**src/rtl/manch_rx_ctrl_if.sv**
```systemverilog
// Bit-stream input and byte handshake output of the Manchester frame receiver.
interface manch_rx_ctrl_if;
  logic       bit_valid;
  logic       bit_data;
  logic [7:0] byte_data;
  logic       byte_valid;
  logic       byte_ready;

  modport master (
    output bit_valid, bit_data, byte_ready,
    input  byte_data, byte_valid
  );

  modport slave (
    input  bit_valid, bit_data, byte_ready,
    output byte_data, byte_valid
  );
endinterface

```
**src/rtl/manch_rx_ctrl.sv**
```systemverilog
// Manchester frame receiver: preamble/sync hunt, byte assembly, gap timeout.
// Optional CRC-8 residue check enabled with MANCH_RX_CRC8_EN.
module manch_rx_ctrl #(
  parameter int         CLK_FREQ      = 18_750_000,
  parameter int         BAUDRATE      = 230400,
  parameter int         PREAMBLE_BITS = 8,
  parameter logic [7:0] SYNC_BYTE     = 8'hD5,
  parameter int         MAX_BYTES     = 16
) (
  input  logic clk,
  input  logic rst_n,
  input  logic enable,
  manch_rx_ctrl_if.slave bus,
  output logic frame_start,
  output logic frame_end,
  output logic frame_err,
  output logic busy
);
  localparam int TIMEOUT = 4 * CLK_FREQ / BAUDRATE;
  localparam int TW = $clog2(TIMEOUT) + 1;
  localparam int PW = $clog2(PREAMBLE_BITS + 1);
  localparam int BW = $clog2(MAX_BYTES + 2);

  typedef enum logic [1:0] {IDLE, PREAMBLE, SYNC, DATA} state_t;

  state_t          state, state_n;
  logic [PW-1:0]   pre_cnt, pre_n, pre_inc;
  logic            prev_bit, prev_n;
  logic [7:0]      sh, sh_n, shift;
  logic [3:0]      sync_cnt, sync_n;
  logic [2:0]      bit_cnt, bit_n;
  logic [BW-1:0]   byte_cnt, byte_n;
  logic [TW-1:0]   gap, gap_n;
  logic [7:0]      bd_q, bd_n;
  logic            bv_q, bv_n;
  logic            start_n, end_n, err_n;
  logic            tmo, crc_ok;

`ifdef MANCH_RX_CRC8_EN
  logic [7:0] crc, crc_n, crc_step;
  assign crc_step = {crc[6:0], 1'b0} ^
                    ((crc[7] ^ bus.bit_data) ? 8'h07 : 8'h00);
  assign crc_ok = (crc == 8'h00);
`else
  assign crc_ok = 1'b1;
`endif

  assign shift = {sh[6:0], bus.bit_data};
  assign pre_inc = pre_cnt + PW'(1);
  assign tmo = (gap == TW'(TIMEOUT));
  assign busy = (state != IDLE);
  assign bus.byte_data = bd_q;
  assign bus.byte_valid = bv_q;

  always_comb begin
    state_n = state;
    pre_n   = pre_cnt;
    prev_n  = prev_bit;
    sh_n    = sh;
    sync_n  = sync_cnt;
    bit_n   = bit_cnt;
    byte_n  = byte_cnt;
    bd_n    = bd_q;
    bv_n    = bv_q & ~bus.byte_ready;
    start_n = 1'b0;
    end_n   = 1'b0;
    err_n   = 1'b0;
`ifdef MANCH_RX_CRC8_EN
    crc_n   = crc;
`endif
    if (bus.bit_valid || state == IDLE)
      gap_n = '0;
    else if (tmo)
      gap_n = gap;
    else
      gap_n = gap + TW'(1);

    if (!enable) begin
      state_n = IDLE;
    end else begin
      unique case (state)
        IDLE: begin
          if (bus.bit_valid) begin
            state_n = PREAMBLE;
            pre_n   = PW'(1);
            prev_n  = bus.bit_data;
          end
        end
        PREAMBLE: begin
          if (bus.bit_valid) begin
            prev_n = bus.bit_data;
            if (bus.bit_data != prev_bit) begin
              pre_n = pre_inc;
              if (pre_inc == PW'(PREAMBLE_BITS)) begin
                state_n = SYNC;
                sh_n    = '0;
                sync_n  = '0;
              end
            end else begin
              pre_n = PW'(1);
            end
          end else if (tmo) begin
            state_n = IDLE;
          end
        end
        SYNC: begin
          if (bus.bit_valid) begin
            sh_n = shift;
            if (shift == SYNC_BYTE) begin
              state_n = DATA;
              start_n = 1'b1;
              sh_n    = '0;
              bit_n   = '0;
              byte_n  = '0;
`ifdef MANCH_RX_CRC8_EN
              crc_n   = '0;
`endif
            end else if (sync_cnt == 4'd15) begin
              state_n = IDLE;
              err_n   = 1'b1;
            end else begin
              sync_n = sync_cnt + 4'd1;
            end
          end else if (tmo) begin
            state_n = IDLE;
          end
        end
        DATA: begin
          if (bus.bit_valid) begin
            sh_n  = shift;
            bit_n = bit_cnt + 3'd1;
`ifdef MANCH_RX_CRC8_EN
            crc_n = crc_step;
`endif
            if (bit_cnt == 3'd7) begin
              byte_n = byte_cnt + BW'(1);
              // overflow and overrun both drop the fresh byte
              if (byte_cnt == BW'(MAX_BYTES) ||
                  (bv_q && !bus.byte_ready)) begin
                state_n = IDLE;
                err_n   = 1'b1;
              end else begin
                bd_n = shift;
                bv_n = 1'b1;
              end
            end
          end else if (tmo) begin
            state_n = IDLE;
            if (bit_cnt == 3'd0 && byte_cnt != '0 && crc_ok)
              end_n = 1'b1;
            else
              err_n = 1'b1;
          end
        end
      endcase
    end
  end

  always_ff @(posedge clk) begin
    if (!rst_n) begin
      state       <= IDLE;
      pre_cnt     <= '0;
      prev_bit    <= 1'b0;
      sh          <= '0;
      sync_cnt    <= '0;
      bit_cnt     <= '0;
      byte_cnt    <= '0;
      gap         <= '0;
      bd_q        <= '0;
      bv_q        <= 1'b0;
      frame_start <= 1'b0;
      frame_end   <= 1'b0;
      frame_err   <= 1'b0;
`ifdef MANCH_RX_CRC8_EN
      crc         <= '0;
`endif
    end else begin
      state       <= state_n;
      pre_cnt     <= pre_n;
      prev_bit    <= prev_n;
      sh          <= sh_n;
      sync_cnt    <= sync_n;
      bit_cnt     <= bit_n;
      byte_cnt    <= byte_n;
      gap         <= gap_n;
      bd_q        <= bd_n;
      bv_q        <= bv_n;
      frame_start <= start_n;
      frame_end   <= end_n;
      frame_err   <= err_n;
`ifdef MANCH_RX_CRC8_EN
      crc         <= crc_n;
`endif
    end
  end
endmodule

```
**src/flat_wrapper.sv**
```systemverilog
// flat-port wrapper written by rule: the top's interface ports become plain ports
module manch_rx_ctrl_flat 
#(
  parameter int         CLK_FREQ      = 18_750_000,
  parameter int         BAUDRATE      = 230400,
  parameter int         PREAMBLE_BITS = 8,
  parameter logic [7:0] SYNC_BYTE     = 8'hD5,
  parameter int         MAX_BYTES     = 16
)
  (clk, rst_n, enable, frame_start, frame_end, frame_err, busy, bus_bit_valid, bus_bit_data, bus_byte_ready, bus_byte_data, bus_byte_valid);
  manch_rx_ctrl_if bus_i ();
  input  logic clk;
  input  logic rst_n;
  input  logic enable;
  output logic frame_start;
  output logic frame_end;
  output logic frame_err;
  output logic busy;
  input wire logic [$bits(bus_i.bit_valid)-1:0] bus_bit_valid;
  input wire logic [$bits(bus_i.bit_data)-1:0] bus_bit_data;
  input wire logic [$bits(bus_i.byte_ready)-1:0] bus_byte_ready;
  output wire logic [$bits(bus_i.byte_data)-1:0] bus_byte_data;
  output wire logic [$bits(bus_i.byte_valid)-1:0] bus_byte_valid;
  assign bus_i.bit_valid = bus_bit_valid;
  assign bus_i.bit_data = bus_bit_data;
  assign bus_i.byte_ready = bus_byte_ready;
  assign bus_byte_data = bus_i.byte_data;
  assign bus_byte_valid = bus_i.byte_valid;
  manch_rx_ctrl #(.CLK_FREQ(CLK_FREQ), .BAUDRATE(BAUDRATE), .PREAMBLE_BITS(PREAMBLE_BITS), .SYNC_BYTE(SYNC_BYTE), .MAX_BYTES(MAX_BYTES)) u_core (.clk(clk), .rst_n(rst_n), .enable(enable), .bus(bus_i), .frame_start(frame_start), .frame_end(frame_end), .frame_err(frame_err), .busy(busy));
endmodule
```
**config.mk**
```make
export PLATFORM = sky130hd
export DESIGN_NAME = manch_rx_ctrl_flat
export DESIGN_NICKNAME = d
export VERILOG_FILES = /design/src/rtl/manch_rx_ctrl_if.sv /design/src/rtl/manch_rx_ctrl.sv /design/src/flat_wrapper.sv
export SDC_FILE = /design/constraint.sdc
export NUM_CORES = 1
export LEC_CHECK = 0
export BUFFER_PORTS_ARGS = -buffer_cell sky130_fd_sc_hd__buf_2
export CAP_MARGIN = 40
export CORE_MARGIN = 2
export CORE_UTILIZATION = 57
export CTS_BUF_LIST = sky130_fd_sc_hd__clkbuf_16
export DETAILED_ROUTE_END_ITERATION = 8
export HOLD_SLACK_MARGIN = 0.12
export PLACE_DENSITY_LB_ADDON = 0.1
export SLEW_MARGIN = 40
export SYNTH_ARGS = -nofsm -noshare
export SYNTH_HDL_FRONTEND = slang
export SYNTH_SLANG_ARGS = --single-unit
```
**constraint.sdc**
```tcl
create_clock -name clk -period 2.9 [get_ports clk]
set_input_delay 0.435 -clock clk [delete_from_list [all_inputs] [get_ports clk]]
set_output_delay 0.435 -clock clk [all_outputs]
set_load 0.02 [all_outputs]
```
After elaboration in Yosys (flattened, before gate mapping)
Index checks and enable logic that the tools add are counted.
- bits in writable memories: 0
- logic and storage cells: 131
- bits in read-only memories: 0
- memories: 0
- bits in latches: 0
- output and inout bits: 13
- register bits: 48
- bitwise logic cells: 7
- multiplexer cells: 55
- shift operators: 0
- add/subtract/negate cells: 5
- reduce and logical (&&, ||, !) cells: 26
- $mul: 0
- eq/ne operators: 25
- divide/modulo/power cells: 0
- $lt $le $gt $ge: 0
- operator list (operator ; count):
    two-way mux 7 bit ; 6
    two-way mux 4 bit ; 9
    two-way mux 2 bit ; 11
    one-hot mux 7 bit (3 select lines) ; 1
    two-way mux 5 bit ; 4
    one-hot mux 4 bit (2 select lines) ; 2
    two-way mux 1 bit ; 15
    inequality test 2 bit, second input constant ; 6
    inequality test 3 x 2 -> 1 bit, second input constant ; 4
    AND reduction 6 bit ; 2
    adder 10 x 1 -> 10 bit, second input constant ; 1
    equality test 10 x 9 -> 1 bit, second input constant ; 1
    one-hot mux 5 bit (2 select lines) ; 1
    AND reduction 5 bit ; 2
    two-way mux 3 bit ; 3
    adder 4 x 1 -> 4 bit, second input constant ; 2
    equality test 4 bit, second input constant ; 2
    equality test 8 bit, second input constant ; 1
    inequality test 2 x 1 -> 1 bit, second input constant ; 4
    one-hot mux 2 bit (4 select lines) ; 1
    AND reduction 4 bit ; 2
    AND reduction 8 bit ; 1
    nonzero test 2 bit ; 4
    AND reduction 7 bit ; 1
    other kinds (23) ; 32

Logic depth before layout (Yosys ltp)
- depth after elaboration: 8
- depth in mapped cells: 7

Worst setup path after synthesis
Ideal clock, no wire load.
- kind: reg2reg
- start point: register u_core.pre_cnt[3]
- end point: register u_core.sh[4]
- path buffers: 0
- path slack: 1.408 ns
- cell stages (with the launch flop): 6
- period minus slack after synthesis: 1.492 ns
- arrival: 1.375 ns
- required time: 2.783 ns
- setup time: 0.117 ns
- cells stage by stage: dfxtp_1 a21bo_1 a2111oi_2 o21ai_2 and2_4 a22o_1
- word-level cells in the longest chain between the ends: 4
- RTL lines (element ; RTL line ; source):
    start, declared ; manch_rx_ctrl.sv:27 ; logic [PW-1:0] pre_cnt, pre_n, pre_inc;
    start signal, assigned ; manch_rx_ctrl.sv:179 ; pre_cnt <= pre_n;
    adder 4 x 1 -> 4 bit ; manch_rx_ctrl.sv:49 ; assign pre_inc = pre_cnt + PW'(1);
    equality test 4 bit ; manch_rx_ctrl.sv:94 ; if (pre_inc == PW'(PREAMBLE_BITS)) begin
    inequality test 2 x 1 -> 1 bit (no line) ; n/a ;
    AND reduction 7 bit (no line) ; n/a ;
    end signal, assigned ; manch_rx_ctrl.sv:181 ; sh <= sh_n;
    end, declared ; manch_rx_ctrl.sv:29 ; logic [7:0] sh, sh_n, shift;
Every way passes these cells.
A chain may end at the register's enable or synchronous reset.

Worst setup path after layout
- start point: register u_core.state[0]
- end point: register u_core.bd_q[1] (netlist: u_core.bus.byte_data[1])
- word-level cells in the longest chain between the ends: 2
- RTL lines (element ; RTL line ; source):
    start, declared ; manch_rx_ctrl.sv:26 ; state_t state, state_n;
    start signal, assigned ; manch_rx_ctrl.sv:178 ; state <= state_n;
    equality test 2 bit ; manch_rx_ctrl.sv:81 ; unique case (state)
    AND reduction 5 bit (no line) ; n/a ;
    end signal, assigned ; manch_rx_ctrl.sv:186 ; bd_q <= bd_n;
    end, declared ; manch_rx_ctrl.sv:34 ; logic [7:0] bd_q, bd_n;
Every way passes these cells.

==> results.toml <==
[sta]
setup_viol = 0
max_freq_mhz = 526
drv_slew = 0
tns_ns = 0
timing.final.crit_period_ns = 1.90
hold_viol = 0
timing.slew.headroom_pct = 60.4
finalCritPeriodShare_pct = 65.6
fin_worst_skew_ns = 0.00468
tightest_slew_ns = 0.589
rsz0062_at_grt = "no"

[hold_path]
hold_depth = 3
holdCritStartpoint = "enable"
hold_path_end = "u_core.state[0]$_SDFFE_PN0P_"
hp-class = "input port to flip-flop"

[global_route]
grt_pass1_wl_microns = 7890
grt_pass1_vias = 1708
grt.overflow.total = 0
antenna_found_initial = 0
grt_max_degree = 30
grt_use_total_pct = 22.3

[pwr]
p_comb_share_pct = 4.3
p_sw_share_pct = 20.0
clock_power_share_pct = 46.1
powerDensity_nw_per_um2 = 512
ir_drop_uv = 367
p_switching_mw = 0.271
pwr-share-seq_pct = 49.6
p_int_mw = 1.08
cellLeakagePower_nw = 1.07

[placement]
dp_hpwl_microns = 3350
dpl_cell_area_sq_um = 2490
port_buffers = 18
gp_congestion = 0.832

[drt]
vias = 1916
first_pass_iters = 4
via_per_inst = 5.75
route.met2.wl_microns = 2210
dr_wl_met3_microns = 158
routed_wl_microns = 4860
dr.first_iter.drc_count = 101
wl_per_cell_microns = 14.6
wl_met1_microns = 2460
drc_errors = 0
antenna_left = 0
highest_layer = "met4"

[layout]
drive_above_1_share_pct = 11.3
area_growth_syn_to_layout_pct = 11.5
stdcell_area_sq_um = 2650
fill_cells = 352
layout.nets = 299
antennaDiodeCount = 0
layout_commonest_cell = "dfxtp_1"
final_util_pct = 66.1
layout_common_cells = "dfxtp_1 (48), nand2_1 (25), buf_2 (18), nor2_1 (16), nor2b_1 (14)"

[setup_path]
crit_path_start = "u_core.state[0]$_SDFFE_PN0P_"
crit_path_start_kind = "flip-flop"
worst_ep_arrival_time_ns = 2.07
path_buf_inv = 0
cpMaxStageDelayCell = "dfxtp_1"
crit_cells = 5
end_kind = "flip-flop"
path_class = "flip-flop to flip-flop"
worstReg2RegStart = "u_core.state[0]$_SDFFE_PN0P_"
regToRegSetupSlack_ns = 1.0
worst_r2r_endpoint = "u_core.bus.byte_data[1]$_SDFFE_PN0P_"
cp_max_fo = 19
cpLargestDelayFamily = "simple AND/OR/NAND/NOR gates"
required_ns = 3.07
crit_chain = "nand2_1, nor2_1, nand4_2, mux2i_1, nor2b_1"
cpPeakStageDelay_ns = 0.70
ff2ff_path_depth = 5

[synth]
ys_seq_area_share_pct = 40.5
synthCells = 269
async_flop_share_pct = 0
ys.flop_type = "dfxtp_1"
ys_warn_count = 0
synth-edff-count = 0
synth.distinct_cells = 54
syn_area_per_cell_sq_um = 8.82
syn-num-nets = 284
netlist_area_sq_um = 2370
ys_ff_latch = 48

[die]
dieWidth_microns = 68.5
ios = 19
die_area_sq_um = 4690
design.core.area_sq_um = 4000
dieHeight_microns = 68.5
rows = 23
initial_core_util_pct = 59.3

[outcome]
status = "finished clean"

[clock_network]
numCtsBuffers = 5
htree_levels = 2
cts_setup_buffers = 0
post_cts_resized = 0
clk_latency_ns = 0.28
root_buffer = "clkbuf_16"
clk_pin_slew_ns = 0.06
cts_sinks = 48
cts_tree = "built"
clockBufferDepth = 2
hold_buffers = 0

[run]
cap_violations = 0
registers in the layout, summed over array words and instances, names as in the netlist:
signal                 flops
u_core.bit_cnt             3
u_core.bus.byte_data       8
u_core.bus.byte_valid      1
u_core.byte_cnt            5
u_core.frame_end           1
u_core.frame_err           1
u_core.frame_start         1
u_core.gap                10
u_core.pre_cnt             4
u_core.prev_bit            1
u_core.sh                  7
u_core.state               2
u_core.sync_cnt            4
synth_stat cells, drive strengths merged (2+ instances only):
cell type   n  area [sq um]
a21boi      7          52.6
a21oi       9          45.0
a22o        3          26.3
a22oi       3          22.5
a31oi       2          12.5
and2        6          40.0
and3        7          43.8
buf         5          23.8
clkbuf      7          26.3
dfxtp      48           961
ha          9           113
inv         8          30.0
mux2i      10           100
nand2      25          93.8
nand2b      4          25.0
nand3      13          65.1
nand3b      5          37.5
nand4       9          62.6
nand4b      2          17.5
nand4bb     2          22.5
nor2       16          60.1
nor2b      14          87.6
nor3        4          20.0
nor4        2          12.5
o211a       2          20.0
o21ai      16          83.8
o31ai       2          15.0
or2         2          12.5
or3         2          12.5
xnor2       3          26.3
xor2        6          52.6
worst reg2reg max path, stage by stage, from the launching register on:
cell and delay [ns]:
dfxtp_1 0.70, nand2_1 0.20, nor2_1 0.22, nand4_2 0.36, mux2i_1 0.26, nor2b_1 0.06
worst max path at each step:
stage                                                end  slack [ns]
global route        u_core.bus.byte_data[6]$_SDFFE_PN0P_        0.88
floorplan                      u_core.sh[4]$_SDFFE_PN0P_        1.41
detailed placement  u_core.bus.byte_data[1]$_SDFFE_PN0P_        0.92
global placement    u_core.bus.byte_data[7]$_SDFFE_PN0P_        0.98
finish              u_core.bus.byte_data[1]$_SDFFE_PN0P_         1.0
CTS                 u_core.bus.byte_data[1]$_SDFFE_PN0P_        0.99
final cells by class:
| type | instances | area (sq um) | area share [%] |
|---|---|---|---|
| multi-input cells | 201 | 1330 | 50.3 |
| flip-flops and latches | 48 | 961 | 36.3 |
| clock buffers | 5 | 125 | 4.73 |
| repair buffers | 20 | 105 | 3.97 |
| well taps | 50 | 62.6 | 2.37 |
| clock inverters | 1 | 30.0 | 1.14 |
| inverters | 8 | 30.0 | 1.14 |
power by group through the flow:
stage	clock (mW)	combinational, mW	sequential, mW
3_3_place_gp	0	0.0567	0.686
2_1_floorplan	0	0.0458	0.681
3_5_place_dp	0	0.0573	0.686
6_report	0.624	0.0581	0.672
4_1_cts	0.636	0.0582	0.671
5_1_grt	0.661	0.0637	0.672
cell families after synthesis:
family          synth area share (%)
fa+ha+maj                       4.75
compound gates                  15.6
buf+inv                         3.38
xor+xnor                        3.32
mux                             4.69
flops                           40.5
simple gates                    27.8
stage by stage:
| step | cells | hold WS [ns] | setup WS (ns) | power [mW] |
|---|---|---|---|---|
| 2_1_floorplan | 269 | 0.453 | 1.41 | 0.726 |
| 3_3_place_gp | 327 | 0.469 | 0.982 | 0.742 |
| 3_5_place_dp | 327 | 0.478 | 0.921 | 0.743 |
| 4_1_cts | 333 | 0.449 | 0.988 | 1.37 |
| 5_1_grt | 333 | 0.466 | 0.876 | 1.40 |
| 6_report | 333 | 0.453 | 0.998 | 1.35 |
routing by layer:
layer | vias to the layer above | GRT usage (%)
met5 | - | 0
met4 | 0 | 5.50
met3 | 4 | 5.36
met2 | 35 | 35.6
met1 | 887 | 30.3
li1 | 990 | -
No activity file was read; power rests on OpenSTA's default activity.
